<file path="src/rtl/matrix_pkg.sv">
// matrix_pkg: shared geometry, pixel bit positions and controller state
// type for the double-buffered 32x16 bicolour LED framebuffer.
package matrix_pkg;

    localparam int COL_BITS  = 5;
    localparam int ROW_BITS  = 4;
    localparam int COLS      = 1 << COL_BITS;
    localparam int ROWS      = 1 << ROW_BITS;

    // Bit positions inside a 2-bit pixel
    localparam int PIX_RED   = 0;
    localparam int PIX_GREEN = 1;

    typedef enum logic [1:0] {
        IDLE,
        CLEAR,
        WAIT_SWAP
    } state_t;

endpackage

</file>
<file path="src/rtl/fb_bank.sv">
// fb_bank: one framebuffer bank, a simple dual-port RAM with a single
// write port and a registered (1-cycle latency) read port. Storage is
// not reset.
//   i_clk    : clock
//   i_we     : write enable
//   i_waddr  : write address
//   i_wdata  : write data
//   i_raddr  : read address, sampled on the clock edge
//   o_rdata  : read data for the address sampled on the previous edge
module fb_bank
    import matrix_pkg::*;
#(
    parameter int ADDR_BITS = ROW_BITS + COL_BITS,
    parameter int DATA_BITS = 2
) (
    input  logic                 i_clk,
    input  logic                 i_we,
    input  logic [ADDR_BITS-1:0] i_waddr,
    input  logic [DATA_BITS-1:0] i_wdata,
    input  logic [ADDR_BITS-1:0] i_raddr,
    output logic [DATA_BITS-1:0] o_rdata
);

    logic [DATA_BITS-1:0] r_mem [1 << ADDR_BITS];
    logic [DATA_BITS-1:0] r_rdata;

    always_ff @(posedge i_clk) begin
        if (i_we) begin
            r_mem[i_waddr] <= i_wdata;
        end
        r_rdata <= r_mem[i_raddr];
    end

    assign o_rdata = r_rdata;

endmodule

</file>
<file path="src/rtl/matrix_framebuf.sv">
// matrix_framebuf: double-buffered bicolour framebuffer feeding the LED
// matrix scan driver. The host writes/clears the back bank; the driver
// reads the front bank. A commit swaps banks only at frame_start.
//   clk, rst_n          : clock, async active-low reset
//   wr_valid/wr_ready   : pixel write handshake (row, col, pix)
//   clear_req           : zero the whole back bank (busy while running)
//   commit              : request swap at the next frame_start
//   frame_start         : frame boundary pulse from the scan driver
//   rd_row/rd_col       : scan read address
//   rd_red/rd_green     : front-bank pixel, 1 cycle after the address
//   swap_pending        : commit accepted, waiting for frame_start
//   swap_done           : one-cycle pulse after the bank swap
//   busy                : clear in progress
module matrix_framebuf
    import matrix_pkg::*;
#(
    parameter int COL_BITS = matrix_pkg::COL_BITS,
    parameter int ROW_BITS = matrix_pkg::ROW_BITS
) (
    input  logic                clk,
    input  logic                rst_n,
    input  logic                wr_valid,
    output logic                wr_ready,
    input  logic [COL_BITS-1:0] wr_col,
    input  logic [ROW_BITS-1:0] wr_row,
    input  logic [1:0]          wr_pix,
    input  logic                clear_req,
    input  logic                commit,
    input  logic                frame_start,
    input  logic [ROW_BITS-1:0] rd_row,
    input  logic [COL_BITS-1:0] rd_col,
    output logic                rd_red,
    output logic                rd_green,
    output logic                swap_pending,
    output logic                swap_done,
    output logic                busy
);

    localparam int ADDR_BITS = ROW_BITS + COL_BITS;

    state_t                r_state;
    logic                  r_front;
    logic                  r_front_d;
    logic                  r_rd_vld;
    logic                  r_swap_done;
    logic [ADDR_BITS-1:0]  r_clr_addr;

    logic                  w_bank_we;
    logic [ADDR_BITS-1:0]  w_bank_waddr;
    logic [1:0]            w_bank_wdata;
    logic [ADDR_BITS-1:0]  w_rd_addr;
    logic [1:0]            w_rd0;
    logic [1:0]            w_rd1;
    logic [1:0]            w_rd_pix;

    // Writes (host or clear) always target the back bank
    assign w_bank_we    = (r_state == CLEAR) || (wr_valid && r_state == IDLE);
    assign w_bank_waddr = (r_state == CLEAR) ? r_clr_addr : {wr_row, wr_col};
    assign w_bank_wdata = (r_state == CLEAR) ? 2'b00 : wr_pix;
    assign w_rd_addr    = {rd_row, rd_col};

    fb_bank #(
        .ADDR_BITS (ADDR_BITS),
        .DATA_BITS (2)
    ) u_bank0 (
        .i_clk   (clk),
        .i_we    (w_bank_we && r_front),
        .i_waddr (w_bank_waddr),
        .i_wdata (w_bank_wdata),
        .i_raddr (w_rd_addr),
        .o_rdata (w_rd0)
    );

    fb_bank #(
        .ADDR_BITS (ADDR_BITS),
        .DATA_BITS (2)
    ) u_bank1 (
        .i_clk   (clk),
        .i_we    (w_bank_we && !r_front),
        .i_waddr (w_bank_waddr),
        .i_wdata (w_bank_wdata),
        .i_raddr (w_rd_addr),
        .o_rdata (w_rd1)
    );

    // Read mux uses the front value that was current when the address was
    // sampled, so a read in the swap cycle still returns old-front data.
    // r_rd_vld holds the outputs low until the RAMs have produced a read.
    assign w_rd_pix     = r_front_d ? w_rd1 : w_rd0;
    assign rd_red       = r_rd_vld & w_rd_pix[PIX_RED];
    assign rd_green     = r_rd_vld & w_rd_pix[PIX_GREEN];

    assign wr_ready     = (r_state == IDLE);
    assign busy         = (r_state == CLEAR);
    assign swap_pending = (r_state == WAIT_SWAP);
    assign swap_done    = r_swap_done;

    always_ff @(posedge clk or negedge rst_n) begin
        if (!rst_n) begin
            r_state     <= IDLE;
            r_front     <= 1'b0;
            r_front_d   <= 1'b0;
            r_rd_vld    <= 1'b0;
            r_swap_done <= 1'b0;
            r_clr_addr  <= '0;
        end else begin
            r_front_d   <= r_front;
            r_rd_vld    <= 1'b1;
            r_swap_done <= 1'b0;
            case (r_state)
                IDLE: begin
                    if (clear_req) begin
                        r_state    <= CLEAR;
                        r_clr_addr <= '0;
                    end else if (commit) begin
                        if (frame_start) begin
                            r_front     <= ~r_front;
                            r_swap_done <= 1'b1;
                        end else begin
                            r_state <= WAIT_SWAP;
                        end
                    end
                end
                CLEAR: begin
                    r_clr_addr <= r_clr_addr + 1'b1;
                    if (r_clr_addr == '1) begin
                        r_state <= IDLE;
                    end
                end
                WAIT_SWAP: begin
                    if (frame_start) begin
                        r_front     <= ~r_front;
                        r_swap_done <= 1'b1;
                        r_state     <= IDLE;
                    end
                end
                default: r_state <= IDLE;
            endcase
        end
    end

endmodule
</file>
<file path="config.mk">
export PLATFORM = sky130hd
export DESIGN_NAME = matrix_framebuf
export DESIGN_NICKNAME = d
export VERILOG_FILES = /design/src/rtl/matrix_pkg.sv /design/src/rtl/fb_bank.sv /design/src/rtl/matrix_framebuf.sv
export SDC_FILE = /design/constraint.sdc
export NUM_CORES = 2
export LEC_CHECK = 0
export BUFFER_PORTS_ARGS = -buffer_cell sky130_fd_sc_hd__buf_2
export CORE_ASPECT_RATIO = 1.1
export CORE_MARGIN = 3
export CORE_UTILIZATION = 31
export DETAILED_ROUTE_END_ITERATION = 10
export GPL_TIMING_DRIVEN = 0
export REMOVE_ABC_BUFFERS = 1
export SYNTH_ARGS = -nofsm -noshare
export SYNTH_HDL_FRONTEND = slang
export SYNTH_SLANG_ARGS = --single-unit
</file>
<file path="constraint.sdc">
create_clock -name clk -period 16.48 [get_ports clk]
set_clock_uncertainty 0.1 [all_clocks]
set_input_delay 1.648 -clock clk [delete_from_list [all_inputs] [get_ports clk]]
set_output_delay 1.648 -clock clk [all_outputs]
set_load 0.02 [all_outputs]
</file>
==> flow_metrics.tcl <==
set metrics [dict create \
    status "complete, no violations" \
    relSlewSlack 0.03452 \
    cellLeakagePower_nw 29.71 \
    tns_ps 0 \
    die_w_um 507.5 \
    p_per_area_mw_per_mm2 122.2 \
    cp_data_arrival_time_ps 6360 \
    start_util 0.3132 \
    p_int_mw 8.703 \
    grt_overflow_total 0 \
    numPortBuffers 31 \
    power_switching_mw 2.972 \
    yosysSeqAreaShare 0.7223 \
    grt_max_degree 105 \
    synth_largest_area_cell "edfxtp_1" \
    io_pins 32 \
    wl_met3_um 14000 \
    die_h_um 557.7 \
    pwr-share-seq 0.523 \
    drv_cap 0 \
    rsz0062_at_grt "no" \
    period_share 0.3506 \
    die-area_mm2 0.2830 \
    coreArea_mm2 0.2739 \
    drive_above_1_share 0.1378 \
    place_ws_ps 9882 \
    cts.clk_slew.worst_paths_ps 70 \
    path_max_fanout 90 \
    whs_ps 429.6 \
    crit_required_ps 17060 \
    drtPass1Iterations 5 \
    synthDominantCellAreaShare 0.7170 \
    cp-start-kind "primary input" \
    synth.distinct_cells 80 \
    grt_pass1_wl_um 318600 \
    min_path_type "flop to flop" \
    finalWorstSetupSlack_ps 10700 \
    synth_most_common_cell "edfxtp_1" \
    path_cells "buf_8 -> buf_16 -> buf_16 -> buf_16 -> mux2_2 -> a221oi_1 -> and3b_1 -> a311o_1 -> nor4_1 -> nand4b_1 -> a31oi_1" \
    async_flop_share 0.007257 \
    timing.fmax_ghz 0.1731 \
    worst_path_max_delay_cell "a31oi_1" \
    critPathBufInv 4 \
    ant_nets 0 \
    postCtsResizedCells 0 \
    endpoint_kind "flop" \
    wl_met1_um 84190 \
    fin_util 0.3489 \
    wl_um 218500 \
    yosys_register_bits 2067 \
    cts_root_buf "clkbuf_16" \
    crit_family "buffers and inverters" \
    antenna_found_initial 16 \
    rows 201 \
    routed.top_layer "met5" \
    synth-main-ff-cell "edfxtp_1" \
    crit_top_cell "buf_16" \
    max-vdd-ir-drop_v 0.0001124 \
    dp_hpwl_um 122300 \
    ctsHoldBuffers 0 \
    routabilityCongestion 0.7673 \
    grt_pass1_vias 48090 \
    cts_tree "yes" \
    worstSetupPathType "primary input to flop" \
    wl_met2_um 111200 \
    htreeDepth 4 \
    yosys_warnings 0 \
    synth_enable_flop_cells 2048 \
    cts_buffers 186 \
    postSynthCellCount 5121 \
    worst_slew_pin_slew_ps 1445 \
    final_max_slew_viol_count 0 \
    cts_setup_buffers 0 \
    grtUsageTotal 0.1508 \
    clockBufferDepth 3 \
    power_frac_comb 0.119 \
    min_period_ps 5778 \
    clk_latency_ps 820 \
    vias 46371 \
    syn_avg_cell_area_um2 16.75 \
    switching_share 0.2546 \
    drtIter0Drc 4894 \
    setup_violations 0 \
    nets 5012 \
    cpPeakStageDelay_ps 530 \
    viasPerCell 5.271 \
    clock-sinks 2067 \
    hold_violations 0 \
    syn2layout_area_growth_pct 11.42 \
    synth_commonest_cells "2,048 x edfxtp_1, 1,061 x nor2_1, 355 x mux2i_1" \
    post-route-drc-count 0 \
    pwr-share-clk 0.358 \
    yosys-top-cells-area "edfxtp_1 72%, mux4_2 7.0%, nor2_1 4.6%" \
    wl_per_cell_um 24.84 \
    synth_area_mm2 0.08577 \
]
## area by class of cell
class                           count  area (um^2)
Tap cell                         3654         4572
Sequential cell                  2067        61950
Timing Repair Buffer               91         1689
Multi-Input combinational cell   2629        21470
Clock inverter                     98        754.5
Inverter                            9        46.29
Fill cell                       25538       178300
Antenna cell                        6        15.01
Clock buffer                      244         5064
## worst reg2reg max path, stage by stage, from the launching register on
cell and delay [ps]:
dfrtp_1 480, nand2b_2 790, clkinv_1 800, o31ai_1 1190, nor2b_1 700, nand2_4 610
nor2_1 620
## routing by layer
metal  vias up  global-route usage
met5         -                   0
met3       442             0.02078
met4         2             0.06240
met2      1838              0.2663
met1     24251              0.1851
li1      19838                   -
## sequential cells by signal, indices dropped and copies added (netlist names)
signal	count
r_clr_addr	9
u_bank1.r_mem	1024
u_bank0.o_rdata	2
r_front_d	1
r_front	1
u_bank0.r_mem	1024
r_rd_vld	1
u_bank1.o_rdata	2
r_state	2
swap_done	1
## worst paths after layout
| check | slack, ps | depth (start not counted) | from | endpoint |
|---|---|---|---|---|
| setup / recovery | 10700 | 11 | rd_col[0] | u_bank0.o_rdata[1]$_DFF_P_ |
| hold / removal | 430 | 0 | r_front$_DFFE_PN0P_ | r_front_d$_DFF_PN0_ |
| setup reg to reg | 10860 | 6 | r_state[1]$_DFFE_PN0P_ | u_bank1.r_mem[260][1]$_DFFE_PP_ |
| hold reg to reg | 430 | 0 | r_front$_DFFE_PN0P_ | r_front_d$_DFF_PN0_ |
| max in group asynchronous | 15300 | 1 | rst_n | r_state[0]$_DFFE_PN0P_ |
| min in group asynchronous | 660 | 1 | rst_n | r_front$_DFFE_PN0P_ |
## through the flow
stage	instances	instance area [um^2]	power (mW)
floorplan	4705	83160	7.142
global placement	8390	87890	8.294
detailed placement	8445	89610	7.604
CTS	8787	95420	11.75
global route	8794	95550	12.03
finish	8798	95560	11.68
## cells in the final DEF (no fill, tap or decap), drive strengths merged, types with 6 or more instances in the layout
cell type	n
nor2	1061
edfxtp	2048
o31ai	14
mux4	339
diode	6
or3	9
o22ai	81
o2bb2ai	9
a22o	7
o211ai	7
nor2b	14
and3	9
clkbuf	245
nand4	6
clkinv	81
nor3	46
a211oi	11
inv	12
mux2i	355
buf	90
and2	6
nor3b	9
a222oi	9
mux2	39
a31oi	17
o21ai	48
nand3b	18
nor4	14
nand2	154
o221ai	153
bufinv	11
or2	6
dfrtp	15
a21oi	93
a221oi	12
nand3	28
## power by group through the flow
stage	Combinational, mW	Sequential [mW]	Clock (mW)
after floorplan	0.594	6.55	0
after global placement	1.39	6.90	0
after detailed placement	1.39	6.21	0
after CTS	1.39	6.10	4.25
after global routing	1.47	6.10	4.46
final	1.39	6.10	4.18
## logic make-up after synthesis
group / count (synthesis) / synth area share
buffers and inverters: 425 / 0.03082
DFF: 2067 / 0.7223
AOI/OAI and AO/OA: 490 / 0.04092
other: 1 / 0.00004372
adders and majority gates: 2 / 0.0002917
xor gates and xnor gates: 2 / 0.0002043
muxes: 733 / 0.1388
and+or+nand+nor: 1401 / 0.06664
(Power assumes the default switching activity.)
